===== src/rtl/rsa_xcel_mont_pkg.sv =====
// Shared types and message layout for the Montgomery exponentiation accelerator.
// Field positions are given in units of the operand width.
package rsa_xcel_mont_pkg;

  typedef enum logic [3:0] {
    IDLE     = 4'd0,
    SCAN     = 4'd1,
    SQR_REQ  = 4'd2,
    SQR_WAIT = 4'd3,
    MUL_REQ  = 4'd4,
    MUL_WAIT = 4'd5,
    OUT_REQ  = 4'd6,
    OUT_WAIT = 4'd7,
    DONE     = 4'd8
  } state_e;

  // Input message: {r_mont, n, e, b_mont}
  localparam int IN_B_FLD  = 0;
  localparam int IN_E_FLD  = 1;
  localparam int IN_N_FLD  = 2;
  localparam int IN_R_FLD  = 3;

  // Multiplier request: {n, a, b}
  localparam int REQ_B_FLD = 0;
  localparam int REQ_A_FLD = 1;
  localparam int REQ_N_FLD = 2;

  localparam logic [31:0] MONT_ONE_PLAIN = 32'd1;

endpackage


===== src/rtl/rsa_xcel_mont_exp_sched.sv =====
// Left-to-right square-and-multiply scheduler driving one shared Montgomery
// multiplier; the final multiply-by-1 converts the result out of Montgomery form.
module rsa_xcel_mont_exp_sched
  import rsa_xcel_mont_pkg::*;
#(
  parameter int NBITS = 32
) (
  input  logic               clk,
  input  logic               reset,
  input  logic [4*NBITS-1:0] istream_msg,
  input  logic               istream_val,
  output logic               istream_rdy,
  output logic [3*NBITS-1:0] mm_req_msg,
  output logic               mm_req_val,
  input  logic               mm_req_rdy,
  input  logic [NBITS-1:0]   mm_resp_msg,
  input  logic               mm_resp_val,
  output logic               mm_resp_rdy,
  output logic [NBITS-1:0]   ostream_msg,
  output logic               ostream_val,
  input  logic               ostream_rdy
);

  localparam int IDXW = $clog2(NBITS);

  state_e             state_r, state_s;
  logic [NBITS-1:0]   e_r, e_s, n_r, n_s, b_r, b_s, acc_r, acc_s;
  logic [NBITS-1:0]   out_s, opb_s;
  logic [IDXW-1:0]    idx_r, idx_s;
  logic [3*NBITS-1:0] req_s;
  logic [NBITS-1:0]   in_b_s, in_e_s, in_n_s, in_r_s;

  assign in_b_s = istream_msg[IN_B_FLD*NBITS +: NBITS];
  assign in_e_s = istream_msg[IN_E_FLD*NBITS +: NBITS];
  assign in_n_s = istream_msg[IN_N_FLD*NBITS +: NBITS];
  assign in_r_s = istream_msg[IN_R_FLD*NBITS +: NBITS];

  // Next-state and datapath update for the exponentiation sequence.
  always_comb begin
    state_s = state_r;
    e_s     = e_r;
    n_s     = n_r;
    b_s     = b_r;
    acc_s   = acc_r;
    idx_s   = idx_r;
    out_s   = ostream_msg;
    case (state_r)
      IDLE: begin
        if (istream_val && istream_rdy) begin
          e_s = in_e_s;
          n_s = in_n_s;
          b_s = in_b_s;
          if (in_e_s == {NBITS{1'b0}}) begin
            acc_s   = in_r_s;
            state_s = OUT_REQ;
          end else begin
            idx_s   = IDXW'(NBITS-1);
            state_s = SCAN;
          end
        end else begin
          state_s = IDLE;
        end
      end
      SCAN: begin
        // The leading one seeds the accumulator with b directly.
        if (e_r[idx_r]) begin
          acc_s = b_r;
          if (idx_r == {IDXW{1'b0}}) begin
            state_s = OUT_REQ;
          end else begin
            idx_s   = idx_r - IDXW'(1);
            state_s = SQR_REQ;
          end
        end else begin
          idx_s = idx_r - IDXW'(1);
        end
      end
      SQR_REQ: begin
        if (mm_req_rdy) state_s = SQR_WAIT;
        else            state_s = SQR_REQ;
      end
      SQR_WAIT: begin
        if (mm_resp_val) begin
          acc_s = mm_resp_msg;
          if (e_r[idx_r]) begin
            state_s = MUL_REQ;
          end else if (idx_r == {IDXW{1'b0}}) begin
            state_s = OUT_REQ;
          end else begin
            idx_s   = idx_r - IDXW'(1);
            state_s = SQR_REQ;
          end
        end else begin
          state_s = SQR_WAIT;
        end
      end
      MUL_REQ: begin
        if (mm_req_rdy) state_s = MUL_WAIT;
        else            state_s = MUL_REQ;
      end
      MUL_WAIT: begin
        if (mm_resp_val) begin
          acc_s = mm_resp_msg;
          if (idx_r == {IDXW{1'b0}}) begin
            state_s = OUT_REQ;
          end else begin
            idx_s   = idx_r - IDXW'(1);
            state_s = SQR_REQ;
          end
        end else begin
          state_s = MUL_WAIT;
        end
      end
      OUT_REQ: begin
        if (mm_req_rdy) state_s = OUT_WAIT;
        else            state_s = OUT_REQ;
      end
      OUT_WAIT: begin
        if (mm_resp_val) begin
          out_s   = mm_resp_msg;
          state_s = DONE;
        end else begin
          state_s = OUT_WAIT;
        end
      end
      DONE: begin
        if (ostream_rdy) state_s = IDLE;
        else             state_s = DONE;
      end
      default: begin
        state_s = IDLE;
      end
    endcase
  end

  // Second multiplier operand and request message for the upcoming state.
  always_comb begin
    opb_s = {NBITS{1'b0}};
    req_s = {(3*NBITS){1'b0}};
    case (state_s)
      SQR_REQ: opb_s = acc_s;
      MUL_REQ: opb_s = b_s;
      OUT_REQ: opb_s = NBITS'(MONT_ONE_PLAIN);
      default: opb_s = {NBITS{1'b0}};
    endcase
    req_s[REQ_N_FLD*NBITS +: NBITS] = n_s;
    req_s[REQ_A_FLD*NBITS +: NBITS] = acc_s;
    req_s[REQ_B_FLD*NBITS +: NBITS] = opb_s;
  end

  // State, datapath and registered handshake outputs.
  always_ff @(posedge clk) begin
    if (reset) begin
      state_r     <= IDLE;
      e_r         <= {NBITS{1'b0}};
      n_r         <= {NBITS{1'b0}};
      b_r         <= {NBITS{1'b0}};
      acc_r       <= {NBITS{1'b0}};
      idx_r       <= {IDXW{1'b0}};
      istream_rdy <= 1'b1;
      mm_req_val  <= 1'b0;
      mm_req_msg  <= {(3*NBITS){1'b0}};
      mm_resp_rdy <= 1'b0;
      ostream_val <= 1'b0;
      ostream_msg <= {NBITS{1'b0}};
    end else begin
      state_r     <= state_s;
      e_r         <= e_s;
      n_r         <= n_s;
      b_r         <= b_s;
      acc_r       <= acc_s;
      idx_r       <= idx_s;
      istream_rdy <= (state_s == IDLE);
      mm_req_val  <= (state_s == SQR_REQ) || (state_s == MUL_REQ) || (state_s == OUT_REQ);
      mm_req_msg  <= req_s;
      mm_resp_rdy <= (state_s == SQR_WAIT) || (state_s == MUL_WAIT) || (state_s == OUT_WAIT);
      ostream_val <= (state_s == DONE);
      ostream_msg <= out_s;
    end
  end

endmodule


===== config.mk =====
export PLATFORM = sky130hd
export DESIGN_NAME = rsa_xcel_mont_exp_sched
export DESIGN_NICKNAME = d
export VERILOG_FILES = /design/src/rtl/rsa_xcel_mont_pkg.sv /design/src/rtl/rsa_xcel_mont_exp_sched.sv
export SDC_FILE = /design/constraint.sdc
export NUM_CORES = 1
export LEC_CHECK = 0
export ABC_AREA = 1
export BUFFER_PORTS_ARGS = -buffer_cell sky130_fd_sc_hd__buf_2
export CORE_UTILIZATION = 50
export DETAILED_ROUTE_END_ITERATION = 6
export PLACE_DENSITY = 0.83
export SLEW_MARGIN = 10
export SYNTH_ARGS = -nofsm -noshare
export SYNTH_HDL_FRONTEND = slang
export SYNTH_SLANG_ARGS = --single-unit

===== constraint.sdc =====
create_clock -name clk -period 2.6 [get_ports clk]
set_input_delay 0.39 -clock clk [delete_from_list [all_inputs] [get_ports clk]]
set_output_delay 0.39 -clock clk [all_outputs]
set_load 0.1 [all_outputs]

# After elaboration in Yosys (flattened, before gate mapping)
# Index checks and enable logic that the tools add are counted.
[totals] regBits=269 output_inout_bits=132 elab_cells=81
[op_classes] mux=33 n_eq_ne=20 n_reduce_logical=14 addsub=1 magnitude_cmp=1
[ops] cell="$mux 32" n=8
[ops] cell="$pmux 32 s3" n=2
[ops] cell="$pmux 4 s9" n=1
[ops] cell="$mux 5" n=7
[ops] cell="$eq 4x3->1 const B" n=8
[ops] cell="$logic_not 32->1" n=1
[ops] cell="$mux 4" n=6
[ops] cell="$pmux 5 s4" n=1
[ops] cell="$eq 4x2->1 const B" n=4
[ops] cell="$ne 2x2->1 const B" n=5
[ops] cell="$mux 3" n=3
[ops] cell="$eq 4x4->1 const B" n=2
[ops] cell="$logic_not 4->1" n=2
[ops] cell="$lt 5x6->1 const B" n=1
[ops] cell="$reduce_and 6->1" n=1
[ops] cell="$bmux 1 s5" n=1
[ops] cell="$logic_not 5->1" n=1
[ops] cell="$sub 5x1->5 const B" n=1
[ops] cell="$eq 4x1->1 const B" n=1
[ops] cell="$logic_or 1x1->1" n=4
[ops] cell="$mux 1" n=4
[ops] cell="$reduce_and 2->1" n=2
[ops] cell="$reduce_bool 4->1" n=1
[ops] cell="$reduce_or 2->1" n=1
[ops] cell="$logic_and 1x1->1" n=1

# Longest topological paths before layout
[logic_depth] depth_word=8 depth_mapped=19

# Worst setup path before layout
# OpenSTA, ideal clock, no wires.
[synth_timing] path_kind="register -> register" from="reg istream_rdy" to="reg mm_req_msg[23]" stages_incl_launch_ff=12 required_ps=2489 setup_time_ps=111 path_buffers=1 setup_slack_ps=154 period_less_slack_ps=2446 t_arrival_ps=2335 cell_sequence="dfxtp_1 > nand2_1 > nor2_2 > inv_1 > o21a_1 > nand2_2 > inv_2 > nand3_1 > nand3_2 > nand2_4 > buf_6 > nor2_1"
[synth_between] elab_chain_cells=5 elab_cells_between_ends=11 classes_between="3 x eq/ne; 7 x mux; 1 x reduce/logical"
[synth_lines] element="start: declaration" line="rsa_xcel_mont_exp_sched.sv:12" source="output logic istream_rdy,"
[synth_lines] element="start signal: assignment" line="rsa_xcel_mont_exp_sched.sv:173" source="istream_rdy <= (state_s == IDLE);"
[synth_lines] element="$logic_and 1x1->1 *" line="rsa_xcel_mont_exp_sched.sv:49" source="if (istream_val && istream_rdy) begin"
[synth_lines] element="$mux 4" line="rsa_xcel_mont_exp_sched.sv:49"
[synth_lines] element="$pmux 4 s9" line="rsa_xcel_mont_exp_sched.sv:47" source="case (state_r)"
[synth_lines] element="$eq 4x3->1 / $eq 4x2->1 (equally long branches)" line="rsa_xcel_mont_exp_sched.sv:140" source="case (state_s)"
[synth_lines] element="$pmux 32 s3 *" line="rsa_xcel_mont_exp_sched.sv:140"
[synth_lines] element="end signal: assignment" line="rsa_xcel_mont_exp_sched.sv:162" source="mm_req_msg <= {(3*NBITS){1'b0}};"
[synth_lines] element="end signal: assignment" line="rsa_xcel_mont_exp_sched.sv:175" source="mm_req_msg <= req_s;"
[synth_lines] element="end: declaration" line="rsa_xcel_mont_exp_sched.sv:13" source="output logic [3*NBITS-1:0] mm_req_msg,"
# Mark *: on every way between the ends. The rest lies on a longest branch, timed or not.
# A chain may end at the register's enable or synchronous reset.

# Final worst setup path
[layout_timing] from="reg state_r[1]" to="reg mm_req_msg[0]"
[layout_between] elab_chain_cells=4 elab_cells_between_ends=18 classes_between="11 x eq/ne; 5 x mux; 2 x reduce/logical"
[layout_lines] element="start: declaration" line="rsa_xcel_mont_exp_sched.sv:26" source="state_e state_r, state_s;"
[layout_lines] element="start signal: assignment" line="rsa_xcel_mont_exp_sched.sv:167" source="state_r <= state_s;"
[layout_lines] element="$eq 4x4->1, or another cell as far along" line="rsa_xcel_mont_exp_sched.sv:47"
[layout_lines] element="$pmux 4 s9 / $reduce_or 2->1 (equally long branches)"
[layout_lines] element="$eq 4x3->1, or another cell as far along" line="rsa_xcel_mont_exp_sched.sv:140"
[layout_lines] element="$pmux 32 s3 *" line="rsa_xcel_mont_exp_sched.sv:140"
# Marks and branches as above.

==> flow_metrics.py <==
metrics = {
    "hold_path": {
        "hp-start": "istream_msg[76]",
        "worstHoldPathCells": 3,
        "min_to": "mm_req_msg[76]",
        "min_path_type": "in2reg",
    },
    "floorplan": {
        "initial_core_util_pct": 51.7,
        "fp-row-count": 50,
        "die_y_um": 142,
        "die_x_um": 142,
        "die_area_um2": 20200,
        "io-pin-count": 298,
        "fp.coreArea_um2": 19000,
    },
    "pwr": {
        "ir_drop_v": 0.00107,
        "leakagePower_nw": 6.00,
        "power.internal_w": 0.00762,
        "p_total_w": 0.0151,
        "p_comb_share_pct": 50.2,
        "clockPowerShare_pct": 22.3,
        "seqPwrFrac_pct": 27.5,
        "p_per_area_nw_per_um2": 1220,
        "p_sw_w": 0.00746,
        "swShare_pct": 49.5,
    },
    "global_route": {
        "antenna_found_initial": 1,
        "grt_pass1_wl_mm": 47.8,
        "grt_max_degree": 112,
        "grt_overflow": 0,
        "grt_pass1_vias": 10000,
        "track_usage_pct": 29.4,
    },
    "sta": {
        "fin_crit_sh_pct": 92.0,
        "drv_slew": 0,
        "timing.final.crit_period_ns": 2.39,
        "fin_ws_ns": 0.209,
        "tightestPinTransition_ns": 0.995,
        "rsz0062_at_grt": "no",
        "finalHoldViolCount": 0,
        "max_slew_margin_pct": 33.7,
        "tns_ns": 0,
        "fmax_mhz": 418,
        "finalSetupViolCount": 0,
        "fin_skew_ns": 0.0112,
    },
    "critical_path": {
        "crit_type": "reg2reg",
        "reg2reg_to": "mm_req_msg[0]",
        "ff2ff_path_depth": 12,
        "worstPathCellList": "nand2_1 -> nor2_2 -> inv_2 -> nand2_1 -> nor2_1 -> nand2_1 -> buf_4 -> nand3_2 -> a21oi_2 -> nor2_1 -> nor2_1 -> nor2_1",
        "critPathMaxFanout": 11,
        "slowest_stage": "dfxtp_1",
        "worstReg2RegStart": "state_r[1]",
        "crit_path_max_incr_delay_ns": 0.46,
        "cp-start-kind": "register",
        "cp-end-kind": "register",
        "cpMostUsedCell": "nor2_1",
        "r2r_slack_ns": 0.21,
        "cp.arrival_ns": 2.80,
        "required_ns": 3.01,
    },
    "placement": {
        "dp_slack_ns": 0.220,
        "place_inst": 1958,
        "gp_congestion": 0.974,
        "dpl.hpwl_mm": 20.9,
        "port_buffers": 297,
    },
    "clocking": {
        "ctsRootBufferMaster": "clkbuf_16",
        "clk_pin_slew_ns": 0.06,
        "htreeDepth": 1,
        "cts_buffers": 22,
        "cts_resized": 0,
        "clock_sinks": 205,
        "clkLatencyLatePin_ns": 0.51,
        "postCtsSetupRepairBufs": 0,
        "ctsHoldBuffers": 0,
        "cts_tree": "yes",
        "clk_path_buf_depth": 3,
    },
    "drt": {
        "wire_per_inst_um": 15.2,
        "antenna_left": 0,
        "dr.pass1.iters": 6,
        "viasPerCell": 5.25,
        "drt_iter0_markers": 672,
        "drt-total-wl_mm": 30.4,
        "vias": 10500,
        "drc": 0,
    },
    "synth": {
        "syn_nets": 1630,
        "synth_edf_count": 0,
        "yosysWarnings": 0,
        "syn_area_um2": 9810,
        "synth-seq-cells": 205,
        "synth_top_cell_by_area": "dfxtp_1",
        "ys_seq_area_share_pct": 41.8,
        "synth_top_area_share_pct": 41.8,
        "syn_inst": 1462,
        "async_reset_ff_share_pct": 0,
        "synthTopCellsByArea": "dfxtp_1 42%, nand2_1 13%, nor2_1 8.2%",
        "synth_top_flop_cell": "dfxtp_1",
        "syn-mean-instance-area_um2": 6.71,
        "ys_types": 38,
    },
    "cells_and_area": {
        "layout_common_cells": "343 x nand2_1, 297 x buf_2, 213 x nor2_1",
        "multi_input_area_um2": 4730,
        "fillers": 1703,
        "final_cells": 2001,
        "syn2layout_area_growth_pct": 25.7,
        "final_common_cell": "nand2_1",
        "drive_gt1_share_pct": 24.7,
        "fin_nets": 1890,
        "ff_latch_area_um2": 4110,
    },
    "outcome": {
        "outcome": "finished, final reports clean",
    },
    "flow_run": {
        "maxCapViolCount": 0,
    },
}
==> cell families (layout without fill, tap and decap cells) <==
group / after synthesis / in the layout / share of synthesized area (%)
xor gates and xnor gates: 3 / 3 / 0.268
AOI/OAI and AO/OA: 251 / 251 / 13.9
and+or+nand+nor: 754 / 754 / 33.6
buffers and inverters: 247 / 523 / 10.2
DFF: 205 / 205 / 41.8
adders and majority gates: 2 / 2 / 0.255
other: 0 / 3 / 0
==> critical path, delay by kind of cell, from the launching register on <==
family	cells	cell delay (ns)
buf+inv	2	0.28
simple gates	9	1.26
flops	1	0.46
compound gates	1	0.26
==> cells in the mapped netlist (2+ instances only) <==
cell and count:
inv_1 124, and2_1 33, buf_2 21, nand3_4 2
nand4_1 46, buf_4 4, inv_2 32, nand3_2 4
buf_6 4, nand3b_1 7, o21ai_1 3, a31o_2 5
o21a_1 13, nand2_2 3, o211ai_1 9, ha_1 2
nand3_1 86, nand2_1 344, o21bai_1 4, a31oi_1 2
a21oi_1 99, o21ai_0 108, nor2_2 3, o31ai_1 5
and2_0 4, xor2_1 3, nand2_4 4, nor2_1 215
clkbuf_1 60, dfxtp_1 205
==> routing by layer <==
| layer | GRT usage [%] | up-vias | part of all wire (%) |
|---|---|---|---|
| met5 | 0 | - | 0 |
| met4 | 11.8 | 0 | 3.2 |
| met3 | 5.69 | 79 | 8.6 |
| met2 | 51.4 | 471 | 48 |
| met1 | 35.2 | 4766 | 40 |
| li1 | - | 5184 | - |
==> power groups by stage <==
stage | Combinational [W] | Sequential (W) | Clock (W)
after floorplan | 0.00361 | 0.00631 | 0
after global placement | 0.00734 | 0.00417 | 0
after detailed placement | 0.00745 | 0.00418 | 0
after CTS | 0.00751 | 0.00413 | 0.00340
after global routing | 0.00816 | 0.00421 | 0.00352
final | 0.00756 | 0.00415 | 0.00337
==> worst max path at each step <==
stage	start	slack, ns	depth (start not counted)	endpoint
after floorplan	istream_rdy	0.15	11	mm_req_msg[23]
after global placement	istream_msg[46]	0.25	13	mm_req_msg[0]
after detailed placement	idx_r[0]	0.22	16	mm_req_msg[6]
after CTS	idx_r[0]	0.17	16	mm_req_msg[12]
after global routing	idx_r[0]	0.05	18	mm_req_msg[26]
final	state_r[1]	0.21	12	mm_req_msg[0]
==> metrics by stage <==
stage,hold slack [ns],instance area [µm²],utilization [%]
after floorplan,0.429,9810,-
after global placement,0.443,11500,60.8
after detailed placement,0.450,11500,60.8
after CTS,0.0912,12300,64.9
after global routing,0.106,12300,65.0
final,0.101,12300,65.1
==> sequential cells by signal, indices dropped and copies added (netlist names) <==
signal and cells:
mm_req_msg 96, b_r 32, e_r 32, ostream_msg 32
idx_r 5, state_r 4, istream_rdy 1, mm_req_val 1
mm_resp_rdy 1, ostream_val 1
==> area by class of cell <==
| class | instances | area share (%) |
|---|---|---|
| multi-input combinational | 1010 | 38.4 |
| sequential | 205 | 33.3 |
| timing repair buffer | 326 | 14.5 |
| clock buffer | 29 | 5.26 |
| inverter | 157 | 4.83 |
| tap | 260 | 2.64 |
| clock inverter | 11 | 1.11 |
| antenna | 3 | 0.0609 |
Power figures use the tool's default switching activity.
